<file path="src/rtl/conv2d_stream_pkg.sv">
// Shared types and helpers for the streaming KxK convolution engine.
package conv_pkg;

   typedef enum logic [1:0] {
      IDLE  = 2'd0,
      RUN   = 2'd1,
      FLUSH = 2'd2
   } state_e;

   function automatic int acc_width(input int data_w, input int coef_w, input int k);
      return data_w + coef_w + 1 + $clog2(k * k);
   endfunction

   // Clamp a sign-extended value into the signed range of an out_w-bit result.
   function automatic logic signed [63:0] saturate(input logic signed [63:0] v, input int out_w);
      logic signed [63:0] hi;
      logic signed [63:0] lo;
      hi = (64'sd1 <<< (out_w - 1)) - 64'sd1;
      lo = -(64'sd1 <<< (out_w - 1));
      if (v > hi) return hi;
      if (v < lo) return lo;
      return v;
   endfunction

endpackage

</file>
<file path="src/rtl/conv2d_stream_if.sv">
// Pixel-in / result-out valid-ready streams of the convolution engine.
interface conv2d_stream_if #(
   parameter int DATA_W = 8,
   parameter int OUT_W  = 16
);
   logic                     in_valid;
   logic                     in_ready;
   logic [DATA_W-1:0]        in_pix;
   logic                     out_valid;
   logic                     out_ready;
   logic signed [OUT_W-1:0]  out_pix;
   logic                     out_last;

   modport master (
      output in_valid, in_pix, out_ready,
      input  in_ready, out_valid, out_pix, out_last
   );

   modport slave (
      input  in_valid, in_pix, out_ready,
      output in_ready, out_valid, out_pix, out_last
   );
endinterface

</file>
<file path="src/rtl/conv2d_stream_line_buffer.sv">
// Holds the previous K-1 image rows as one shift chain; taps[j] is the pixel j+1 rows above din.
module line_buffer #(
   parameter  int DATA_W = 8,
   parameter  int IMG_W  = 28,
   parameter  int K      = 3,
   localparam int NTAP   = (K > 1) ? K - 1 : 1
) (
   input  logic                         clk,
   input  logic                         rst_n,
   input  logic                         hold,
   input  logic [DATA_W-1:0]            din,
   output logic [NTAP-1:0][DATA_W-1:0]  taps
);
   localparam int LEN = NTAP * IMG_W;

   logic [DATA_W-1:0] sr_q [LEN];
   logic [DATA_W-1:0] sr_d [LEN];

   always_comb begin
      sr_d = sr_q;
      if (!hold) begin
         for (int i = LEN - 1; i > 0; i--) sr_d[i] = sr_q[i-1];
         sr_d[0] = din;
      end
   end

   always_comb begin
      taps = '0;
      for (int j = 0; j < NTAP; j++) taps[j] = sr_q[(j + 1) * IMG_W - 1];
   end

   always_ff @(posedge clk or negedge rst_n) begin
      if (!rst_n) begin
         for (int i = 0; i < LEN; i++) sr_q[i] <= '0;
      end else begin
         sr_q <= sr_d;
      end
   end
endmodule

</file>
<file path="src/rtl/conv2d_stream.sv">
// Streaming KxK "valid"-mode convolution: line buffer + window, product stage, reduce/shift/ReLU/saturate stage.
//   state | meaning
//   IDLE  | between frames, coefficient writes accepted
//   RUN   | accepting pixels of the current frame
//   FLUSH | last pixel taken, draining the pipeline
module conv2d_stream import conv_pkg::*; #(
   parameter  int DATA_W  = 8,
   parameter  int COEF_W  = 8,
   parameter  int OUT_W   = 16,
   parameter  int IMG_W   = 28,
   parameter  int IMG_H   = 28,
   parameter  int K       = 3,
   parameter  int SHIFT   = 0,
   parameter  int RELU    = 0,
   localparam int COEF_AW = (K > 1) ? $clog2(K * K) : 1
) (
   input  logic                      clk,
   input  logic                      rst_n,
   input  logic                      en,
   input  logic                      coef_we,
   input  logic [COEF_AW-1:0]        coef_addr,
   input  logic signed [COEF_W-1:0]  coef_data,
   output logic                      busy,
   conv2d_stream_if.slave            strm
);
   localparam int ACC_W  = acc_width(DATA_W, COEF_W, K);
   localparam int PROD_W = DATA_W + COEF_W + 1;
   localparam int NK     = K * K;
   localparam int CW     = (IMG_W > 1) ? $clog2(IMG_W) : 1;
   localparam int RW     = (IMG_H > 1) ? $clog2(IMG_H) : 1;
   localparam int NTAP   = (K > 1) ? K - 1 : 1;

   state_e                   state_q, state_d;
   logic [CW-1:0]            col_q, col_d;
   logic [RW-1:0]            row_q, row_d;
   logic signed [COEF_W-1:0] coef_q [NK];
   logic signed [COEF_W-1:0] coef_d [NK];
   logic [DATA_W-1:0]        win_q [K][K];
   logic [DATA_W-1:0]        win_d [K][K];
   logic [DATA_W-1:0]        col_vec [K];
   logic                     v0_q, v0_d, last0_q, last0_d;
   logic signed [PROD_W-1:0] prod_q [NK];
   logic signed [PROD_W-1:0] prod_d [NK];
   logic                     v1_q, v1_d, last1_q, last1_d;
   logic signed [OUT_W-1:0]  out_q, out_d;
   logic                     out_valid_q, out_valid_d;
   logic                     out_last_q, out_last_d;
   logic [NTAP-1:0][DATA_W-1:0] taps;

   logic                     adv, in_ready_w, accept, emit, frame_end;
   logic signed [ACC_W-1:0]  acc, acc_sh;
   logic signed [63:0]       sat;

   assign adv        = !out_valid_q | strm.out_ready;
   assign in_ready_w = (state_q == RUN) & en & adv;
   assign accept     = strm.in_valid & in_ready_w;
   assign emit       = (row_q >= RW'(K - 1)) && (col_q >= CW'(K - 1));
   assign frame_end  = (row_q == RW'(IMG_H - 1)) && (col_q == CW'(IMG_W - 1));

   assign strm.in_ready  = in_ready_w;
   assign strm.out_valid = out_valid_q;
   assign strm.out_pix   = out_q;
   assign strm.out_last  = out_last_q;
   assign busy           = (state_q != IDLE);

   line_buffer #(.DATA_W(DATA_W), .IMG_W(IMG_W), .K(K)) u_line_buffer (
      .clk   (clk),
      .rst_n (rst_n),
      .hold  (!accept),
      .din   (strm.in_pix),
      .taps  (taps)
   );

   always_comb begin
      state_d = state_q;
      case (state_q)
         IDLE:    if (en) state_d = RUN;
         RUN:     if (accept && frame_end) state_d = FLUSH;
         FLUSH:   if (!v0_q && !v1_q && adv) state_d = IDLE;
         default: state_d = IDLE;
      endcase
   end

   always_comb begin
      coef_d = coef_q;
      if ((state_q == IDLE) && coef_we && (int'(coef_addr) < NK)) coef_d[coef_addr] = coef_data;
   end

   always_comb begin
      col_d = col_q;
      row_d = row_q;
      if (accept) begin
         if (col_q == CW'(IMG_W - 1)) begin
            col_d = '0;
            row_d = frame_end ? '0 : row_q + 1'b1;
         end else begin
            col_d = col_q + 1'b1;
         end
      end
   end

   // Window row r sits K-1-r rows above the incoming pixel; the bottom row takes in_pix directly.
   always_comb begin
      for (int r = 0; r < K; r++) begin
         if (r == K - 1) col_vec[r] = strm.in_pix;
         else            col_vec[r] = taps[K - 2 - r];
      end
      win_d = win_q;
      if (accept) begin
         for (int r = 0; r < K; r++) begin
            for (int c = 0; c < K - 1; c++) win_d[r][c] = win_q[r][c+1];
            win_d[r][K-1] = col_vec[r];
         end
      end
   end

   always_comb begin
      acc = '0;
      for (int i = 0; i < NK; i++) acc = acc + ACC_W'(prod_q[i]);
      acc_sh = acc >>> SHIFT;
      if ((RELU != 0) && (acc_sh < 0)) acc_sh = '0;
      sat = saturate(64'(acc_sh), OUT_W);
   end

   always_comb begin
      v0_d        = v0_q;
      last0_d     = last0_q;
      prod_d      = prod_q;
      v1_d        = v1_q;
      last1_d     = last1_q;
      out_d       = out_q;
      out_valid_d = out_valid_q;
      out_last_d  = out_last_q;
      if (adv) begin
         v0_d    = accept & emit;
         last0_d = accept & frame_end;
         for (int i = 0; i < NK; i++)
            prod_d[i] = PROD_W'($signed({1'b0, win_q[i / K][i % K]})) * PROD_W'(coef_q[i]);
         v1_d        = v0_q;
         last1_d     = last0_q;
         out_d       = sat[OUT_W-1:0];
         out_valid_d = v1_q;
         out_last_d  = last1_q;
      end
   end

   always_ff @(posedge clk or negedge rst_n) begin
      if (!rst_n) begin
         state_q     <= IDLE;
         col_q       <= '0;
         row_q       <= '0;
         v0_q        <= 1'b0;
         last0_q     <= 1'b0;
         v1_q        <= 1'b0;
         last1_q     <= 1'b0;
         out_q       <= '0;
         out_valid_q <= 1'b0;
         out_last_q  <= 1'b0;
         for (int i = 0; i < NK; i++) begin
            coef_q[i] <= '0;
            prod_q[i] <= '0;
         end
         for (int r = 0; r < K; r++)
            for (int c = 0; c < K; c++) win_q[r][c] <= '0;
      end else begin
         state_q     <= state_d;
         col_q       <= col_d;
         row_q       <= row_d;
         coef_q      <= coef_d;
         win_q       <= win_d;
         v0_q        <= v0_d;
         last0_q     <= last0_d;
         prod_q      <= prod_d;
         v1_q        <= v1_d;
         last1_q     <= last1_d;
         out_q       <= out_d;
         out_valid_q <= out_valid_d;
         out_last_q  <= out_last_d;
      end
   end
endmodule

</file>
<file path="src/flat_wrapper.sv">
// flat-port wrapper written by rule: the top's interface ports become plain ports
module conv2d_stream_flat import conv_pkg::*;
#(
   parameter  int DATA_W  = 8,
   parameter  int COEF_W  = 8,
   parameter  int OUT_W   = 16,
   parameter  int IMG_W   = 28,
   parameter  int IMG_H   = 28,
   parameter  int K       = 3,
   parameter  int SHIFT   = 0,
   parameter  int RELU    = 0,
   localparam int COEF_AW = (K > 1) ? $clog2(K * K) : 1
)
  (clk, rst_n, en, coef_we, coef_addr, coef_data, busy, strm_in_valid, strm_in_pix, strm_out_ready, strm_in_ready, strm_out_valid, strm_out_pix, strm_out_last);
  conv2d_stream_if #(.DATA_W(DATA_W), .OUT_W(OUT_W)) strm_i ();
  input  logic clk;
  input  logic rst_n;
  input  logic en;
  input  logic coef_we;
  input  logic [COEF_AW-1:0] coef_addr;
  input  logic signed [COEF_W-1:0] coef_data;
  output logic busy;
  input wire logic [$bits(strm_i.in_valid)-1:0] strm_in_valid;
  input wire logic [$bits(strm_i.in_pix)-1:0] strm_in_pix;
  input wire logic [$bits(strm_i.out_ready)-1:0] strm_out_ready;
  output wire logic [$bits(strm_i.in_ready)-1:0] strm_in_ready;
  output wire logic [$bits(strm_i.out_valid)-1:0] strm_out_valid;
  output wire logic [$bits(strm_i.out_pix)-1:0] strm_out_pix;
  output wire logic [$bits(strm_i.out_last)-1:0] strm_out_last;
  assign strm_i.in_valid = strm_in_valid;
  assign strm_i.in_pix = strm_in_pix;
  assign strm_i.out_ready = strm_out_ready;
  assign strm_in_ready = strm_i.in_ready;
  assign strm_out_valid = strm_i.out_valid;
  assign strm_out_pix = strm_i.out_pix;
  assign strm_out_last = strm_i.out_last;
  conv2d_stream #(.DATA_W(DATA_W), .COEF_W(COEF_W), .OUT_W(OUT_W), .IMG_W(IMG_W), .IMG_H(IMG_H), .K(K), .SHIFT(SHIFT), .RELU(RELU)) u_core (.clk(clk), .rst_n(rst_n), .en(en), .coef_we(coef_we), .coef_addr(coef_addr), .coef_data(coef_data), .busy(busy), .strm(strm_i));
endmodule
</file>
<file path="config.mk">
export PLATFORM = sky130hd
export DESIGN_NAME = conv2d_stream_flat
export DESIGN_NICKNAME = d
export VERILOG_FILES = /design/src/rtl/conv2d_stream_pkg.sv /design/src/rtl/conv2d_stream_if.sv /design/src/rtl/conv2d_stream_line_buffer.sv /design/src/rtl/conv2d_stream.sv /design/src/flat_wrapper.sv
export SDC_FILE = /design/constraint.sdc
export NUM_CORES = 2
export LEC_CHECK = 0
export ABC_AREA = 1
export CAP_MARGIN = 10
export CORE_AREA = 2 2 300 302
export DETAILED_ROUTE_END_ITERATION = 12
export DIE_AREA = 0 0 302 304
export GPL_TIMING_DRIVEN = 0
export PLACE_DENSITY = 0.77
export SLEW_MARGIN = 10
export SYNTH_ARGS = -nofsm -noshare
export SYNTH_HDL_FRONTEND = slang
export SYNTH_SLANG_ARGS = --single-unit
</file>
<file path="constraint.sdc">
create_clock -name clk -period 6.5 [get_ports clk]
set_input_delay 0.65 -clock clk [delete_from_list [all_inputs] [get_ports clk]]
set_output_delay 0.65 -clock clk [all_outputs]
set_load 0.01 [all_outputs]
</file>
[Word level (Yosys, flattened, before mapping)]
Cells that the tools add are included.
Storage, ports and cells
  register bits: 731
  bits in latches: 0
  RAM bits: 0
  memory bits (read-only): 0
  input bits: 26
  output and inout bits: 20
  logic and storage cells: 158
  memories: 0
Operators by class
  add/subtract/negate cells: 10
  multiply operators: 9
  div/mod/pow operators: 0
  order comparisons: 7
  eq/ne operators: 7
  shift-type cells: 0
  muxes and demuxes: 16
  bitwise gates (word level): 7
  reduce and logical (&&, ||, !) cells: 15
Operators with widths (count)
  9-bit by 8-bit multiplier with 17-bit output: 9
  21-bit by 17-bit adder with 21-bit output: 6
  72-bit bitwise mux: 1
  16-bit two-way mux: 4
  8-bit demux with 4-bit select: 1
  21-bit by 16-bit greater-than comparator with 1-bit output (second input constant): 1
  21-bit by 16-bit less-than comparator with 1-bit output (second input constant): 1
  18-bit by 17-bit adder with 19-bit output: 1
  17-bit by 17-bit adder with 18-bit output: 1
  5-bit by 1-bit adder with 5-bit output (second input constant): 2
  5-bit equality test (second input constant): 2
  5-bit by 2-bit greater-or-equal comparator with 1-bit output (second input constant): 2
  5-bit two-way mux: 2
  1-bit logical AND: 8
  8-bit two-way mux: 1
  2-bit two-way mux: 3
  2-bit case mux with 3 select lines: 1
  1-bit AND: 5
  5-bit greater-or-equal comparator (second input constant): 1
  5-bit by 1-bit less-than comparator with 1-bit output (second input constant): 1
  4-bit NOT with 5-bit output: 1
  4-bit less-than comparator (second input constant): 1
  2-bit != test (second input constant): 2
  1-bit zero test: 3
  other kinds (9): 11

[Depth between registers and ports, before layout]
  word-level depth: 13
  depth in mapped cells: 38

[Hierarchy]
From an unflattened synthesis, not the netlist that was laid out.
Second synthesis, totals
  cells, all modules: 6469
  area, all modules: 53892.9 µm²
Modules (own cells, without submodules)
  conv2d_stream: times used 1, cells an instance 4561, area each 36687.7 µm², seq. area each 8282.9 µm²
  line_buffer: times used 1, cells an instance 1908, area each 17205.3 µm², seq. area each 11210.8 µm²

[Worst setup path before layout]
OpenSTA, ideal clock, no wires.
  path type: register to register
  start: register u_core.prod_q[103] (netlist name)
  end: register u_core.out_q[5], in the netlist u_core.strm.out_pix[5]
  setup time: 0.073 ns
  arrival: 6.187 ns
  data required time: 6.427 ns
  setup slack: 0.240 ns
  cell stages (with the launch flop): 32
  clock period less this slack: 6.260 ns
  path through: dfrtp_1 > inv_1 > fa_1 > inv_1 > ha_1 > fa_1 > nand3_1 > nand2_1 > nand2_1 > nand3_1 > a21boi_0 > o21ai_0 > a31oi_1 > xor2_1 > fa_1 > inv_1 > fa_1 > fa_1 > fa_1 > inv_1 > ha_1 > a21oi_1 > o21ai_0 > nor2_1 > nand2_2 > a21o_1 > nand2_1 > nand2_2 > nand2_2 > nand2_4 > buf_12 > a21oi_2
On the way
  cells in the longest elaborated chain, start to end: 12
  elaborated cells between the ends (all ways): 15
  classes of those cells: add/sub: 7; order compare: 2; mux: 6
RTL lines
  start: declaration: RTL line conv2d_stream.sv:42  | logic signed [PROD_W-1:0] prod_q [NK];
  start signal: assignment: RTL line conv2d_stream.sv:173  | prod_q <= prod_d;
  18-bit by 17-bit adder with 19-bit output *: RTL line conv2d_stream.sv:119  | for (int i = 0; i < NK; i++) acc = acc + ACC_W'(prod_q[i]);
  21-bit by 17-bit adder with 21-bit output * (6 in series): RTL line conv2d_stream.sv:119
  21-bit by 16-bit less-than comparator with 1-bit output: RTL line conv2d_stream_pkg.sv:21  | if (v < lo) return lo;
  1-bit two-way mux (2 in series): RTL line conv2d_stream_pkg.sv:21
  16-bit two-way mux: RTL line conv2d_stream_pkg.sv:22  | return v;
  16-bit two-way mux *: RTL line conv2d_stream_pkg.sv:21
  end signal: assignment: RTL line conv2d_stream.sv:176  | out_q <= out_d;
  end: declaration: RTL line conv2d_stream.sv:45  | logic signed [OUT_W-1:0] out_q, out_d;
Mark *: on every way between the ends. The rest lies on a longest branch, timed or not. The select of a mux whose other input is x is not followed.
A chain may end at the register's enable or synchronous reset.

[Worst setup path after layout]
  start: register u_core.prod_q[137] (netlist name)
  end: register u_core.out_q[6], in the netlist u_core.strm.out_pix[6]
On the way
  cells in the longest elaborated chain, start to end: 13
  elaborated cells between the ends (all ways): 16
  classes of those cells: add/sub: 8; order compare: 2; mux: 6
RTL lines (RTL line)
  17-bit by 17-bit adder with 18-bit output *: conv2d_stream.sv:119
  18-bit by 17-bit adder with 19-bit output *: conv2d_stream.sv:119
  21-bit by 17-bit adder with 21-bit output * (6 in series): conv2d_stream.sv:119
  21-bit by 16-bit less-than comparator with 1-bit output: conv2d_stream_pkg.sv:21
  1-bit two-way mux (2 in series): conv2d_stream_pkg.sv:21
  16-bit two-way mux: conv2d_stream_pkg.sv:22
  16-bit two-way mux *: conv2d_stream_pkg.sv:21
Marks and branches as above.

==> results_dict.tcl <==
set metrics [dict create \
    fmax_ghz 0.158 \
    cts_tree "done" \
    yosys_warnings 0 \
    arrival_ns 6.84 \
    hpwl_um 104000 \
    max_slew_margin_pct 17.6 \
    grt_max_degree 111 \
    areaGrowthSynthToFinish_pct 10.4 \
    ir_worst_vdd_uv 1680 \
    nets 7201 \
    syn_inst 6154 \
    total_power_mw 31.4 \
    status "completed" \
    drv_slew 0 \
    clock_sinks 731 \
    cts_made_buffers 80 \
    final_common_cell "nand2_1" \
    drtIter0Drc 3474 \
    p_leak_nw 31.0 \
    synth-edff-count 0 \
    root_buffer "clkbuf_16" \
    synth_cell_types 46 \
    vias_per_cell 5.42 \
    crit_required_ns 7.01 \
    synth_area_um2 51900 \
    cts_hold_buf 0 \
    worstMarginPinSlew_ns 1.24 \
    yosys_register_bits 731 \
    fin_setup_tns_ns 0 \
    power.density_nw_per_um2 549 \
    syn-num-nets 7054 \
    drt_wl_total_um 137000 \
    n_fill_cell 7251 \
    criticalPathCategory "flop to flop" \
    start_util_pct 58.3 \
    grt-ovfl-total 0 \
    drt-wirelength-per-cell_um 18.2 \
    place_congestion 1.03 \
    grt_setup_unrepaired "true" \
    critPathCaptureType "flop" \
    fin_crit_sh_pct 97.5 \
    cts_buffer_depth 3 \
    grt_pass1_wl_um 222000 \
    setup_viol 0 \
    antenna_found_initial 12 \
    regArea_um2 18300 \
    die_y_um 304 \
    fin_util_pct 64.4 \
    core_um2 89000 \
    slowest_delay_ns 0.54 \
    period_needed_ns 6.34 \
    die_w_um 302 \
    crit_path_max_fanout 5 \
    rows 110 \
    ys.flop_type "dfrtp_1" \
    port_buffers 45 \
    clkTransAtPathRegs_ns 0.06 \
    startpoint_type "flop" \
    synthArstFlopShare_pct 100 \
    finalClockSkew_ns 0.0456 \
    final_cell_mix "1,609 x nand2_1, 1,305 x inv_1, 731 x dfrtp_1" \
    maxCapViolCount 0 \
    vias 40900 \
    first_pass_iters 8 \
    drive_gt1_share_pct 5.34 \
    syn_avg_cell_area_um2 8.44 \
    hold_violations 0 \
    clk_latency_ns 0.67 \
    critPathMostFrequentCell "nand2_2" \
    drc 0 \
    synth_seq_area_share_pct 35.2 \
    ios 46 \
    multi_input_area_um2 27800 \
    cts_max_level 3 \
    dieArea_um2 91800 \
    ant_nets 0 \
    track_usage_pct 30.8 \
    holdCritPathClass "input pin to async pin" \
    grt_pass1_vias 41700 \
    cpMaxStageDelayCell "fa_1" \
]
## metal layers
layer	share of wire (%)	track usage [%]	vias to the layer above
met2	46	49.2	1535
met1	40	40.4	20100
li1	-	-	18900
met4	5.5	14.9	2
met3	8.2	6.14	343
met5	0.0095	0	-
## Yosys cell counts (30+ instances only)
master    instances  area (um^2)
nand3_1         110          551
or2_2            38          238
dfrtp_1         731        18300
nor3_1           30          150
xor2_1           46          403
o21ai_1          43          215
fa_1            444         8890
nor2_1          116          435
nand2_1        1619         6080
inv_1          1310         4920
clkbuf_1        242          908
a21oi_1         125          626
xnor2_1          35          307
ha_1            430         5380
o21ai_0         652         3260
## area by class of cell
type | instances | area share (%)
clock buffers | 115 | 3.98
clock inverters | 33 | 0.889
well taps | 1176 | 2.57
flip-flops and latches | 731 | 31.9
multi-input cells | 3817 | 48.5
inverters | 1315 | 8.61
plain buffers | 291 | 2.13
diodes | 8 | 0.0349
repair buffers | 65 | 1.38
## registers in the layout (all words and copies together), names as in the netlist, 2 cells and up
signal and cells:
u_core.u_line_buffer.sr_q 384, u_core.prod_q 153, u_core.coef_q 72, u_core.win_q 72
u_core.strm.out_pix 16, u_core.u_line_buffer.taps 16, u_core.col_q 5, u_core.row_q 5
u_core.state_q 2
## per-stage QoR
step / hold WS (ns) / cell area, um^2 / setup slack, ns / cells
floorplan: 0.354 / 51900 / 0.240 / 6154
global placement: 0.454 / 53800 / -27.56 / 7375
detailed placement: 0.463 / 54000 / -0.429 / 7382
CTS: 0.0287 / 56900 / 0.00330 / 7532
global route: 0.0555 / 57300 / -0.106 / 7546
finish: 0.0213 / 57300 / 0.165 / 7551
## power breakdown
group          internal (mW)  switching [mW]  total [mW]
combinational           7.39            12.0        19.4
sequential              6.34           0.945        7.29
clock                   2.74            2.05        4.79
total                   16.5            15.0        31.4
## timing repair
action	CTS	global route
setup endpoints to repair	16	16
pin swaps	4	47
cloned	0	1
buffers inserted	2	10
resized for setup	14	63
## critical path: cells and delay by family (launching register included)
family	cells	cell delay, ns
adders and majority gates	8	3.34
and+or+nand+nor	14	1.33
AOI/OAI and AO/OA	4	0.55
buffers and inverters	5	0.40
DFF	1	0.35
xor gates and xnor gates	1	0.21
## cells by family after synthesis
family                   share of synthesized area [%]
AO/OA/AOI/OAI                                     8.95
XOR/XNOR                                          1.37
adder cells (fa/ha/maj)                           27.5
buffers and inverters                             11.9
flip-flops                                        35.2
AND/OR/NAND/NOR                                   15.1
## final timing paths
path                       slack (ns)                          start  depth (start not counted)                            end
max in group asynchronous        4.54                          rst_n                          5              u_core.coef_q[65]
setup reg to reg                 0.16             u_core.prod_q[137]                         32         u_core.strm.out_pix[6]
setup / recovery                 0.16             u_core.prod_q[137]                         32         u_core.strm.out_pix[6]
hold / removal                   0.02                          rst_n                          2  u_core.u_line_buffer.sr_q[59]
min in group clk                 0.48  u_core.u_line_buffer.sr_q[76]                          2  u_core.u_line_buffer.sr_q[68]
hold reg to reg                  0.48  u_core.u_line_buffer.sr_q[76]                          2  u_core.u_line_buffer.sr_q[68]
Note: power is estimated with default switching activity, not from simulation.
